[src/rtl/cpu_pkg.sv]
// Shared types and defaults for the CPU blocks, including the divide accelerator.
package cpu_pkg;

  localparam int DIV_WIDTH          = 16;
  localparam int DIV_BITS_PER_CYCLE = 1;

  // Kept distinct from the accelerator machine's t_state names.
  typedef enum logic [1:0] {
    S_DIV_IDLE,
    S_DIV_BUSY,
    S_DIV_DONE
  } t_div_state;

  function automatic int div_cnt_width(input int steps);
    return (steps > 1) ? $clog2(steps) : 1;
  endfunction

endpackage

[src/rtl/div_step.sv]
// One combinational restoring-division step: shift in a dividend bit, trial-subtract the divisor.
module div_step
  import cpu_pkg::*;
#(
  parameter int WIDTH = DIV_WIDTH
) (
  input  logic [WIDTH-1:0] r_in,
  input  logic             d_msb,
  input  logic [WIDTH-1:0] v,
  output logic [WIDTH-1:0] r_out,
  output logic             q_bit
);

  logic [WIDTH:0] shifted;
  logic [WIDTH:0] diff;

  // The extra top bit keeps the partial remainder exact even when the divisor's msb is set.
  always_comb begin
    shifted = {r_in, d_msb};
    diff    = shifted - {1'b0, v};
    q_bit   = (shifted >= {1'b0, v});
    r_out   = q_bit ? diff[WIDTH-1:0] : shifted[WIDTH-1:0];
  end

endmodule

[src/rtl/div_acc.sv]
// Iterative unsigned restoring divider with a one-cycle Done pulse and held results.
module div_acc
  import cpu_pkg::*;
#(
  parameter int WIDTH          = DIV_WIDTH,
  parameter int BITS_PER_CYCLE = DIV_BITS_PER_CYCLE
) (
  input  logic             Clk,
  input  logic             Reset,
  input  logic             StartDiv,
  input  logic [WIDTH-1:0] Divident,
  input  logic [WIDTH-1:0] Divisor,
  output logic [WIDTH-1:0] Quotient,
  output logic [WIDTH-1:0] Remainder,
  output logic             Done,
  output logic             Busy
);

  localparam int                N     = WIDTH / BITS_PER_CYCLE;
  localparam int                CNT_W = div_cnt_width(N);
  localparam logic [CNT_W-1:0] LAST  = CNT_W'(N - 1);

  if (!(BITS_PER_CYCLE == 1 || BITS_PER_CYCLE == 2) || (WIDTH % BITS_PER_CYCLE) != 0) begin : g_bad_param
    $error("div_acc: BITS_PER_CYCLE must be 1 or 2 and divide WIDTH");
  end

  t_div_state       state_q, state_d;
  logic [WIDTH-1:0] r_q, r_d;
  logic [WIDTH-1:0] d_q, d_d;
  logic [WIDTH-1:0] v_q, v_d;
  logic [WIDTH-1:0] quot_q, quot_d;
  logic [WIDTH-1:0] rem_q, rem_d;
  logic [CNT_W-1:0] cnt_q, cnt_d;

  logic [WIDTH-1:0] r_chain [BITS_PER_CYCLE+1];
  logic [WIDTH-1:0] d_chain [BITS_PER_CYCLE+1];

  assign r_chain[0] = r_q;
  assign d_chain[0] = d_q;

  // Quotient bits refill the dividend register from the bottom as its msbs are consumed.
  for (genvar gi = 0; gi < BITS_PER_CYCLE; gi++) begin : g_step
    logic q_bit;

    div_step #(.WIDTH(WIDTH)) u_step (
      .r_in  (r_chain[gi]),
      .d_msb (d_chain[gi][WIDTH-1]),
      .v     (v_q),
      .r_out (r_chain[gi+1]),
      .q_bit (q_bit)
    );

    assign d_chain[gi+1] = {d_chain[gi][WIDTH-2:0], q_bit};
  end

  always_comb begin
    state_d = state_q;
    r_d     = r_q;
    d_d     = d_q;
    v_d     = v_q;
    cnt_d   = cnt_q;
    quot_d  = quot_q;
    rem_d   = rem_q;
    case (state_q)
      S_DIV_IDLE: begin
        if (StartDiv) begin
          d_d   = Divident;
          v_d   = Divisor;
          r_d   = '0;
          cnt_d = '0;
          if (Divisor == '0) begin
            state_d = S_DIV_DONE;
            quot_d  = '1;
            rem_d   = Divident;
          end else begin
            state_d = S_DIV_BUSY;
          end
        end
      end
      S_DIV_BUSY: begin
        r_d   = r_chain[BITS_PER_CYCLE];
        d_d   = d_chain[BITS_PER_CYCLE];
        cnt_d = cnt_q + 1'b1;
        if (cnt_q == LAST) begin
          state_d = S_DIV_DONE;
          quot_d  = d_chain[BITS_PER_CYCLE];
          rem_d   = r_chain[BITS_PER_CYCLE];
        end
      end
      S_DIV_DONE: state_d = S_DIV_IDLE;
      default:    state_d = S_DIV_IDLE;
    endcase
  end

  always_ff @(posedge Clk or posedge Reset) begin
    if (Reset) begin
      state_q <= S_DIV_IDLE;
      r_q     <= '0;
      d_q     <= '0;
      v_q     <= '0;
      cnt_q   <= '0;
      quot_q  <= '0;
      rem_q   <= '0;
    end else begin
      state_q <= state_d;
      r_q     <= r_d;
      d_q     <= d_d;
      v_q     <= v_d;
      cnt_q   <= cnt_d;
      quot_q  <= quot_d;
      rem_q   <= rem_d;
    end
  end

  assign Quotient  = quot_q;
  assign Remainder = rem_q;
  assign Done      = (state_q == S_DIV_DONE);
  assign Busy      = (state_q == S_DIV_BUSY);

endmodule

[config.mk]
export PLATFORM = sky130hd
export DESIGN_NAME = div_acc
export DESIGN_NICKNAME = d
export VERILOG_FILES = /design/src/rtl/cpu_pkg.sv /design/src/rtl/div_step.sv /design/src/rtl/div_acc.sv
export SDC_FILE = /design/constraint.sdc
export NUM_CORES = 1
export LEC_CHECK = 0
export BUFFER_PORTS_ARGS = -buffer_cell sky130_fd_sc_hd__buf_4
export CAP_MARGIN = 25
export CELL_PAD_IN_SITES_DETAIL_PLACEMENT = 2
export CELL_PAD_IN_SITES_GLOBAL_PLACEMENT = 2
export CORE_UTILIZATION = 35
export CTS_CLUSTER_SIZE = 16
export DETAILED_ROUTE_END_ITERATION = 10
export PLACE_DENSITY = 0.83
export REMOVE_ABC_BUFFERS = 1
export SYNTH_ARGS = -nofsm -noshare
export SYNTH_HDL_FRONTEND = slang
export SYNTH_SLANG_ARGS = --single-unit
[constraint.sdc]
create_clock -name Clk -period 8.5 [get_ports Clk]
set_input_delay 1.7 -clock Clk [delete_from_list [all_inputs] [get_ports Clk]]
set_output_delay 1.7 -clock Clk [all_outputs]
set_load 0.01 [all_outputs]
==> results.ini <==
[status]
status = completed

[worst_setup_path]
cpPeakStageDelay_ps = 440
cp_max_fo = 34
worst-endpoint-arrival_ps = 3820
crit_start = Divisor[14]
reg2reg_from = v_q[6]
crit_required_ps = 8750
cp_common_cell = buf_4
crit_chain = buf_4, nor4_1, nand4_1, o22a_1, buf_4, inv_1, buf_16, nor2_1, a21oi_1
start_kind = primary input
critPathSlowestCell = inv_1
cp-end-kind = flop
crit_type = primary input to flop

[power]
vdd_drop_max_mv = 0.122
power_leakage_nw = 2.58
p_per_area_nw_per_um2 = 445

[logic_synthesis]
ys_warn_count = 0
syn_area_per_cell_um2 = 9.16
synth_common_cells = nand2_1 (103), dfrtp_1 (86), o21ai_0 (60)
async_flop_share = 1.00
synth.distinct_cells = 53
synth-seq-area-share = 0.473
synth_top_area_frac = 0.473
synthFlopType = dfrtp_1
synth_top_area_cell = dfrtp_1
syn_area_um2 = 4550
synth_edf_count = 0
yosysMostFrequentCell = nand2_1
syn_inst = 497
synth_seq_cells = 86
synth_area_leaders = dfrtp_1 (47%), nand2_1 (8.5%), o21ai_0 (6.6%)

[place]
hpwl_um = 9780
placed_cell_area_um2 = 5210
place_congestion = 0.808
io_buffers = 68

[final_layout]
syn2layout_area_growth_pct = 21.6
diodes = 0
final_area_um2 = 5540
nets = 611
drive_gt1_frac = 0.206

[floorplan]
initial_core_util = 0.359
rows = 41
die_w_um = 116
ios = 69
dieArea_um2 = 13500
die_y_um = 116
coreArea_um2 = 12700

[sta]
fin_crit_ps = 3570
fin_crit_sh = 0.420
setup_violations = 0
clock-skew-final_ps = 8.33
slew_violations = 0
tns_ps = 0
rsz0062_at_grt = no
hold_violations = 0
max_freq_mhz = 280
tightestPinTransition_ps = 924
maxSlewHeadroom = 0.384

[clock_tree]
clkTransAtPathRegs_ps = 60
tritoncts = done
cts-root-buf = clkbuf_16
ctsResizeCount = 0
cts_setup_buffers = 0
clockBufferDepth = 2
cts_hold_buf = 0
htree_levels = 3
clock_sinks = 86
clk_latency_ps = 360
numCtsBuffers = 9

[worst_hold_path]
hold_start = Quotient[11]
min-delay-path-class = flop to flop

[routing]
viasPerCell = 5.36
vias = 3938
drt_wl_total_um = 13700
wl_per_cell_um = 18.6
drt_first_pass_iters = 5
antenna_left = 0
drtIter0Drc = 88
drcViolationCount = 0

[global_route]
grt_pass1_wl_um = 22700
overflow = 0
grt_max_degree = 51
grt_util_all_layers = 0.224
first_global_vias = 4374
antenna_found_initial = 0

[flow_run]
cap_violations = 0

sequential cells by signal, summed over array words and instances (netlist names):
register / flops
cnt_q: 4
d_q: 16
r_q: 16
state_q: 2
v_q: 16
Remainder: 16
Quotient: 16
path summary, 6_finish.rpt:
kind | end | slack [ps] | cells past startpoint
setup / recovery | Remainder[6] | 4930 | 9
hold / removal | Quotient[11] | 480 | 2
setup reg to reg | Remainder[6] | 5320 | 9
hold reg to reg | Quotient[11] | 480 | 2
max in group asynchronous | v_q[1] | 6380 | 4
min in group asynchronous | d_q[11] | 1480 | 3
critical path: cells and delay by family:
| kind | cells | cell delay (ps) |
|---|---|---|
| buffers and inverters | 4 | 1030 |
| and+or+nand+nor | 3 | 600 |
| AOI/OAI and AO/OA | 2 | 480 |
through the flow:
stage / utilization / hold slack (ps) / instances / worst slack, ps / power (W)
floorplan: - / 459 / 472 / 4390 / 0.00161
global placement: 0.409 / 454 / 717 / 4470 / 0.00197
detailed placement: 0.411 / 474 / 718 / 4270 / 0.00206
CTS: 0.435 / 489 / 734 / 4650 / 0.00249
global route: 0.437 / 515 / 735 / 4740 / 0.00267
finish: 0.437 / 476 / 735 / 4930 / 0.00246
layer usage:
| metal | GRT usage | part of all wire |
|---|---|---|
| met1 | 0.260 | 0.42 |
| met2 | 0.407 | 0.52 |
| met3 | 0.0329 | 0.029 |
| met4 | 0.0991 | 0.025 |
| met5 | 0 | 0 |
cell type report:
cell class              instances  area (µm²)
clock buffers                  13         260
repair buffers                 75         603
flip-flops and latches         86        2150
inverters                      22        83.8
clock inverters                 3        42.5
multi-input cells             364        2180
well taps                     172         215
fillers                      1387        7130
cell families (layout without fill, tap and decap cells):
logic type	Yosys count	count (layout)	synth area share
simple gates	170	170	0.165
compound gates	148	148	0.203
flops	86	86	0.473
buf+inv	47	113	0.0497
fa+ha+maj	18	18	0.0511
mux	16	16	0.0354
xor+xnor	12	12	0.0231
cells in the final DEF, fill, tap and decap left out, drive strengths merged, types with 5 or more instances in the layout:
master,instances
o21ai,60
inv,21
nand2,105
ha,17
a21oi,49
nor3,5
clkbuf,13
nor2,26
dfrtp,86
mux2i,15
nand3,8
xor2,5
a22oi,12
xnor2,7
buf,75
nand2b,5
a21o,5
where the power goes:
part | internal (W) | total [W] | leakage [nW] | switching (W)
clock network | 0.000244 | 0.000410 | 0.146 | 0.000166
registers | 0.000596 | 0.000724 | 1.05 | 0.000128
logic | 0.000526 | 0.00133 | 1.39 | 0.000803
total | 0.00137 | 0.00246 | 2.58 | 0.00110
Note: power is estimated with default switching activity, not from simulation.
